### config.mk
export PLATFORM = sky130hd
export DESIGN_NAME = pim_weight_loader
export DESIGN_NICKNAME = d
export VERILOG_FILES = /design/src/rtl/pim_weight_loader.sv
export SDC_FILE = /design/constraint.sdc
export NUM_CORES = 1
export LEC_CHECK = 0
export BUFFER_PORTS_ARGS = -buffer_cell sky130_fd_sc_hd__buf_2
export CAP_MARGIN = 20
export CORE_AREA = 8 8 153 155
export DETAILED_ROUTE_END_ITERATION = 10
export DIE_AREA = 0 0 161 163
export PLACE_DENSITY = 0.72
export SLEW_MARGIN = 20
export SYNTH_ARGS = -nofsm -noshare
export SYNTH_HDL_FRONTEND = slang
export SYNTH_SLANG_ARGS = --single-unit
### constraint.sdc
create_clock -name clk -period 1.9 [get_ports clk]
set_input_delay 0.475 -clock clk [delete_from_list [all_inputs] [get_ports clk]]
set_output_delay 0.475 -clock clk [all_outputs]
set_load 0.02 [all_outputs]
### src/rtl/pim_weight_loader.sv
// Streams DEPTH kernels into consecutive PIM rows, one row write per accepted kernel.
// Optional PIM_WLOAD_CHECKSUM_EN adds a 16-bit running sum of every accepted weight.
module pim_weight_loader #(
  parameter int KERNEL_SIZE = 5,
  parameter int CHANNEL     = 1,
  parameter int DEPTH       = 6,
  parameter int BIT_WIDTH   = 8,
  parameter int ADDR_WIDTH  = 4,
  localparam int W = KERNEL_SIZE * KERNEL_SIZE * CHANNEL * BIT_WIDTH
) (
  input  logic                  clk,
  input  logic                  rst,
  input  logic                  start,
  input  logic                  in_valid,
  input  logic [W-1:0]          in_data,
  output logic                  in_ready,
  output logic                  pim_weorca,
  output logic [ADDR_WIDTH-1:0] pim_addr,
  output logic [W-1:0]          pim_data,
  output logic                  busy,
  output logic                  done
`ifdef PIM_WLOAD_CHECKSUM_EN
  ,output logic [15:0]          checksum
`endif
);

  typedef enum logic [1:0] {IDLE, LOAD, WRITE, DONE} state_t;

  localparam logic [ADDR_WIDTH-1:0] LAST_ROW = ADDR_WIDTH'(DEPTH - 1);

  state_t                state;
  logic [ADDR_WIDTH-1:0] idx;
  logic                  accept;

  // Dropping start must block a handshake in the same cycle, so ready is gated by it.
  assign in_ready = (state == LOAD) && start;
  assign accept   = in_ready && in_valid;

  always_ff @(posedge clk or negedge rst) begin
    if (!rst) begin
      state      <= IDLE;
      idx        <= '0;
      pim_addr   <= '0;
      pim_data   <= '0;
      pim_weorca <= 1'b0;
      busy       <= 1'b0;
      done       <= 1'b0;
    end else begin
      pim_weorca <= 1'b0;
      case (state)
        IDLE: begin
          idx <= '0;
          if (start) begin
            state <= LOAD;
            busy  <= 1'b1;
          end
        end
        LOAD: begin
          if (!start) begin
            state <= IDLE;
            idx   <= '0;
            busy  <= 1'b0;
          end else if (in_valid) begin
            pim_data   <= in_data;
            pim_addr   <= idx;
            pim_weorca <= 1'b1;
            state      <= WRITE;
          end
        end
        WRITE: begin
          if (!start) begin
            state <= IDLE;
            idx   <= '0;
            busy  <= 1'b0;
          end else if (idx == LAST_ROW) begin
            state <= DONE;
            busy  <= 1'b0;
            done  <= 1'b1;
          end else begin
            idx   <= idx + ADDR_WIDTH'(1);
            state <= LOAD;
          end
        end
        DONE: begin
          if (!start) begin
            state <= IDLE;
            done  <= 1'b0;
          end
        end
        default: begin
          state <= IDLE;
          busy  <= 1'b0;
          done  <= 1'b0;
        end
      endcase
    end
  end

`ifdef PIM_WLOAD_CHECKSUM_EN
  localparam int NUM_WEIGHTS = KERNEL_SIZE * KERNEL_SIZE * CHANNEL;

  logic [15:0] kernel_sum;

  always_comb begin
    kernel_sum = '0;
    for (int i = 0; i < NUM_WEIGHTS; i++)
      kernel_sum = kernel_sum + 16'(in_data[i*BIT_WIDTH +: BIT_WIDTH]);
  end

  // Cleared while idle so each load starts from zero; wraps modulo 2^16.
  always_ff @(posedge clk or negedge rst) begin
    if (!rst)
      checksum <= '0;
    else if (state == IDLE)
      checksum <= '0;
    else if (accept)
      checksum <= checksum + kernel_sum;
  end
`endif

endmodule

==> impl_metrics.ini, run 1 <==
[status]
status = finished clean

[die]
chipHeight_um = 163
core_um2 = 20800
num_rows = 53
boundaryPins = 412
start_util_pct = 39.4
fp.dieArea_um2 = 26200
die_w_um = 161

[synth]
synthArstFlopShare_pct = 100
netlist_top_cells_area = dfrtp_1 65%, nand2_1 28%, buf_2 1.6%
syn_inst = 914
synth_seq_area_share_pct = 65.0
synth_top_area_share_pct = 65.0
synth-seq-cells = 213
syn-num-nets = 1124
netlist-cell-type-count = 27
synth_edf_count = 0
synth_area_um2 = 8200
yosysWarnings = 0
synthesis.area_per_instance_um2 = 8.97
synth_top_cell_by_area = dfrtp_1
synth_ff_type = dfrtp_1

[sta]
fmax_ghz = 0.532
setup_viol = 0
drv_slew = 0
worst_pin_slew_ns = 0.561
fin_crit_sh_pct = 99.0
tns_ns = 0
layout_min_cycle_time_ns = 1.88
relSlewSlack_pct = 62.6
clock_skew_ns = 0.00786
grt_setup_unrepaired = yes
setup_ws_ns = 0.0196
finalHoldViolations = 0
whs_ns = 0.157

[clocking]
htreeDepth = 1
clockBufferDepth = 3
clk_pin_slew_ns = 0.06
clk_latency_ns = 0.50
cts_buffers = 24
cts_tree = yes
cts_root_buf = clkbuf_16
clock_sinks = 213

[place]
placed_cell_area_um2 = 10600
io_buffer_count = 411
pre_cts_ws_ns = 0.242
gp_congestion = 0.851
hpwl_um = 19300

[power_and_ir_drop]
swShare_pct = 41.5
max-vdd-ir-drop_mv = 0.818
p_clk_share_pct = 21.5
power_density_nw_per_um2 = 1760
seqPwrFrac_pct = 37.6
comb_power_share_pct = 41.0
leakagePower_nw = 6.79
p_int_mw = 11.8
p_sw_mw = 8.36

[route]
avgViaCountPerCell = 4.53
wl_per_cell_um = 16.0
via_count = 7340
postRouteAntennaNets = 0
drt-total-wl_um = 25900
dr.pass1.iters = 7
drt-initial-drc-count = 510
drcViolationCount = 0

[worst_setup_path]
path_cells = inv_2 > ha_4 > and2_4 > buf_6
startpoint_type = register
critical_path_class = register to output port
slowest_stage = dfrtp_1
critPathRequiredTime_ns = 1.42
cp.arrival_ns = 1.41
crit_path_end_kind = output port
slowest_delay_ns = 0.39
critPathMaxFanout = 2

[global_route]
grt_max_degree = 124
track_usage_pct = 18.9
grt_overflow = 0
first_global_vias = 7594
antenna_found_initial = 6
grt_pass1_wl_um = 40400

[cells_and_area]
layout_commonest_cell = nand2_1
final_area_um2 = 11400
nNetsFinal = 1538
area_growth_pct = 39.6
layout_common_cells = 609 x nand2_1, 409 x buf_2, 213 x dfrtp_1, 25 x clkbuf_16
fill_cells = 1905
drive_above_1_share_pct = 35.2

[min_path]
hold_path.class = primary input to register

[run]
cap_viol_max_count = 0
worst paths after layout:
check | end | cells past startpoint | start | slack (ns)
worst max-delay path | in_ready | 4 | state[1] | 0.02
worst min-delay path | pim_data[37] | 3 | in_data[37] | 0.16
worst max register to register | pim_addr[1] | 6 | state[1] | 0.22
worst min register to register | pim_data[49] | 2 | pim_data[49] | 0.47
max in group asynchronous | pim_data[189] | 3 | rst | 0.82
min in group asynchronous | pim_data[12] | 2 | rst | 0.51
kinds of logic after synthesis:
group / Yosys count / share of synthesized area, %
fa+ha+maj: 6 / 0.916
mux: 3 / 0.366
compound gates: 17 / 1.36
simple gates: 621 / 28.9
flops: 213 / 65.0
buf+inv: 54 / 3.43
layer usage:
layer / vias to the layer above / part of all wire, % / global-route usage, %
li1: 3593 / - / -
met2: 302 / 49 / 32.3
met3: 56 / 8.8 / 6.29
met5: - / 0.093 / 0
met4: 6 / 2.7 / 6.86
met1: 3383 / 39 / 22.0
registers in the layout, indices dropped and copies added (netlist names):
register,flops
done,1
pim_data,200
idx,4
pim_weorca,1
busy,1
pim_addr,4
state,2
critical path, delay by kind of cell, from the launching register on:
kind / cells / cell delay, ns
adder cells (fa/ha/maj): 1 / 0.16
buffers and inverters: 2 / 0.20
flip-flops: 1 / 0.39
AND/OR/NAND/NOR: 1 / 0.16
power groups by stage:
stage / clock network, mW / registers [mW] / logic [mW]
finish: 4.32 / 7.56 / 8.25
floorplan: 0 / 10.1 / 2.41
global placement: 0 / 7.52 / 8.14
global route: 4.64 / 7.81 / 9.01
detailed placement: 0 / 7.58 / 8.29
CTS: 4.45 / 7.56 / 8.40
synth_stat cells (all sizes together), types with 2 or more instances:
| library cell | count |
|---|---|
| a21oi | 5 |
| and2 | 2 |
| buf | 39 |
| clkbuf | 7 |
| dfrtp | 213 |
| ha | 6 |
| inv | 8 |
| mux2i | 3 |
| nand2 | 609 |
| nand2b | 2 |
| nor2 | 2 |
| nor2b | 2 |
| o21ai | 3 |
| o31ai | 2 |
final cells by class:
cell class	count	area [um2]	area share (%)
Sequential cell	213	5330	46.6
Multi-Input combinational cell	647	2600	22.7
Inverter	8	35.0	0.306
Timing Repair Buffer	434	2380	20.8
Tap cell	275	344	3.01
Antenna cell	3	7.51	0.0656
Clock buffer	35	703	6.14
Clock inverter	6	37.5	0.328
repair_timing:
item,in CTS,in global routing
hold endpoints to repair,40,0
buffers inserted,3,0
hold buffers,1,0
resized for setup,6,0
endpoints found under the setup margin,1,1
pin swaps,1,0
through the flow:
stage | cells | utilization, % | power (mW)
finish | 1621 | 55.0 | 20.1
global route | 1621 | 55.0 | 21.5
CTS | 1618 | 54.9 | 20.4
detailed placement | 1573 | 51.1 | 15.9
global placement | 1573 | 51.1 | 15.7
floorplan | 914 | - | 12.5
No activity file was read; power rests on OpenSTA's default activity.
==> run 2: changes to the inputs <==
clock period = 1.8 ns   (was 1.9 ns; I/O delays follow)
==> impl_metrics.ini, run 2 (synthesized netlist as in run 1, its figures left out) <==
[place]
hpwl_um = 19700
gp_congestion = 0.836
io_buffer_count = 411
placed_cell_area_um2 = 10700

[sta]
relSlewSlack_pct = 68.3
tns_ns = -0.0364
fmax_ghz = 0.545
setup_ws_ns = -0.0364
grt_setup_unrepaired = yes
fin_crit_sh_pct = 102
drv_slew = 0
finalHoldViolations = 0
setup_viol = 1
layout_min_cycle_time_ns = 1.84
whs_ns = 0.137
clock_skew_ns = 0.00724
worst_pin_slew_ns = 0.475

[power_and_ir_drop]
swShare_pct = 41.1
seqPwrFrac_pct = 37.3
leakagePower_nw = 6.81
power_density_nw_per_um2 = 1860
p_int_mw = 12.6
max-vdd-ir-drop_mv = 0.963
comb_power_share_pct = 41.0
p_clk_share_pct = 21.7
p_sw_mw = 8.80

[clocking]
clockBufferDepth = 3
cts_root_buf = clkbuf_16
cts_tree = yes
htreeDepth = 1
clk_pin_slew_ns = 0.06
clock_sinks = 213
clk_latency_ns = 0.50
cts_buffers = 23

[route]
avgViaCountPerCell = 4.54
dr.pass1.iters = 5
drcViolationCount = 0
wl_per_cell_um = 16.1
via_count = 7342
drt-total-wl_um = 26000
drt-initial-drc-count = 508
postRouteAntennaNets = 0

[global_route]
antenna_found_initial = 2
grt_max_degree = 71
first_global_vias = 7403
grt_pass1_wl_um = 40000
track_usage_pct = 18.7
grt_overflow = 0

[status]
status = finished with violations
violations = negative setup slack

[die]
chipHeight_um = 163
core_um2 = 20800
boundaryPins = 412
fp.dieArea_um2 = 26200
start_util_pct = 39.4
num_rows = 53
die_w_um = 161

[cells_and_area]
n_antenna_cell = 0
fill_cells = 1887
final_area_um2 = 11500
largestRegisters = pim_data x200, idx x4, pim_addr x4
area_growth_pct = 40.0
layout_common_cells = 609 x nand2_1, 409 x buf_2, 213 x dfrtp_1, 23 x clkbuf_16, 13 x buf_12
largest_reg_flops = 200
top_register = pim_data
layout_commonest_cell = nand2_1
drive_above_1_share_pct = 35.3
nNetsFinal = 1537

[worst_setup_path]
critical_path_class = register to output port
critPathRequiredTime_ns = 1.35
critPathMaxFanout = 3
cp.arrival_ns = 1.39
startpoint_type = register
crit_path_end_kind = output port

[run]
cap_viol_max_count = 0

[min_path]
hold_path.class = primary input to register
run 2: cell types whose count changed in the layout (fill, tap and decap cells not counted), sizes merged:
| cell | before | now |
|---|---|---|
| clkinvlp | 3 | 0 |
| diode | 3 | 0 |
| bufinv | 0 | 1 |
| clkbuf | 36 | 37 |
run 2: timing repair:
item | CTS | global route
gates resized for setup | 6 | 1
gates cloned | 0 | 0
pin swaps | 0 | 0
hold endpoints to repair | 38 | 0
hold buffers | 1 | 0
setup buffers | 3 | 1
setup endpoints to repair | 1 | 5
run 2: power groups by stage:
| stage | registers, mW | clock network, mW | logic (mW) |
|---|---|---|---|
| after global routing | 8.24 | 4.94 | 9.57 |
| after global placement | 7.96 | 0 | 8.62 |
| after detailed placement | 8.04 | 0 | 8.79 |
| after floorplan | 10.7 | 0 | 2.54 |
| after CTS | 7.99 | 4.77 | 8.90 |
| final | 7.97 | 4.64 | 8.77 |
run 2: final timing paths:
check	start	slack, ns	cells after the start	end
max	state[0]	-0.04	3	in_ready
min	in_data[141]	0.14	3	pim_data[141]
max reg2reg	state[0]	0.14	7	pim_data[43]
min reg2reg	pim_data[55]	0.47	2	pim_data[55]
max in group asynchronous	rst	0.75	3	pim_data[183]
min in group asynchronous	rst	0.49	2	pim_data[3]
run 2: layout make-up:
cell class	count	area, um2	share of cell area, %
inverter	8	35.0	0.305
tap	275	344	3.00
multi-input combinational	647	2610	22.7
clock buffer	36	704	6.14
sequential	213	5330	46.4
clock inverter	4	48.8	0.425
timing repair buffer	434	2410	21.0
run 2: worst max-delay path: stages (launching register included):
cell and delay [ns]:
dfrtp_1 0.42, ha_4 0.19, and2_4 0.16, buf_6 0.13
run 2: per-layer routing:
| layer | part of all wire [%] | wire length (um) | track usage (%) | vias to the layer above |
|---|---|---|---|---|
| li1 | - | - | - | 3590 |
| met4 | 2.9 | 765 | 6.36 | 4 |
| met2 | 49 | 12800 | 32.0 | 312 |
| met3 | 8.5 | 2210 | 5.74 | 61 |
| met5 | 0.061 | 16 | 0 | - |
| met1 | 39 | 10200 | 22.1 | 3375 |
run 2: metrics by stage:
stage	setup slack [ns]	std cells	total power, mW	utilization (%)
3_5_place_dp	0.182	1572	16.8	51.2
2_1_floorplan	0.391	914	13.2	-
6_report	-0.0364	1617	21.4	55.1
3_3_place_gp	0.232	1572	16.6	51.2
5_1_grt	-0.0938	1617	22.8	55.1
4_1_cts	-0.0642	1616	21.7	55.1
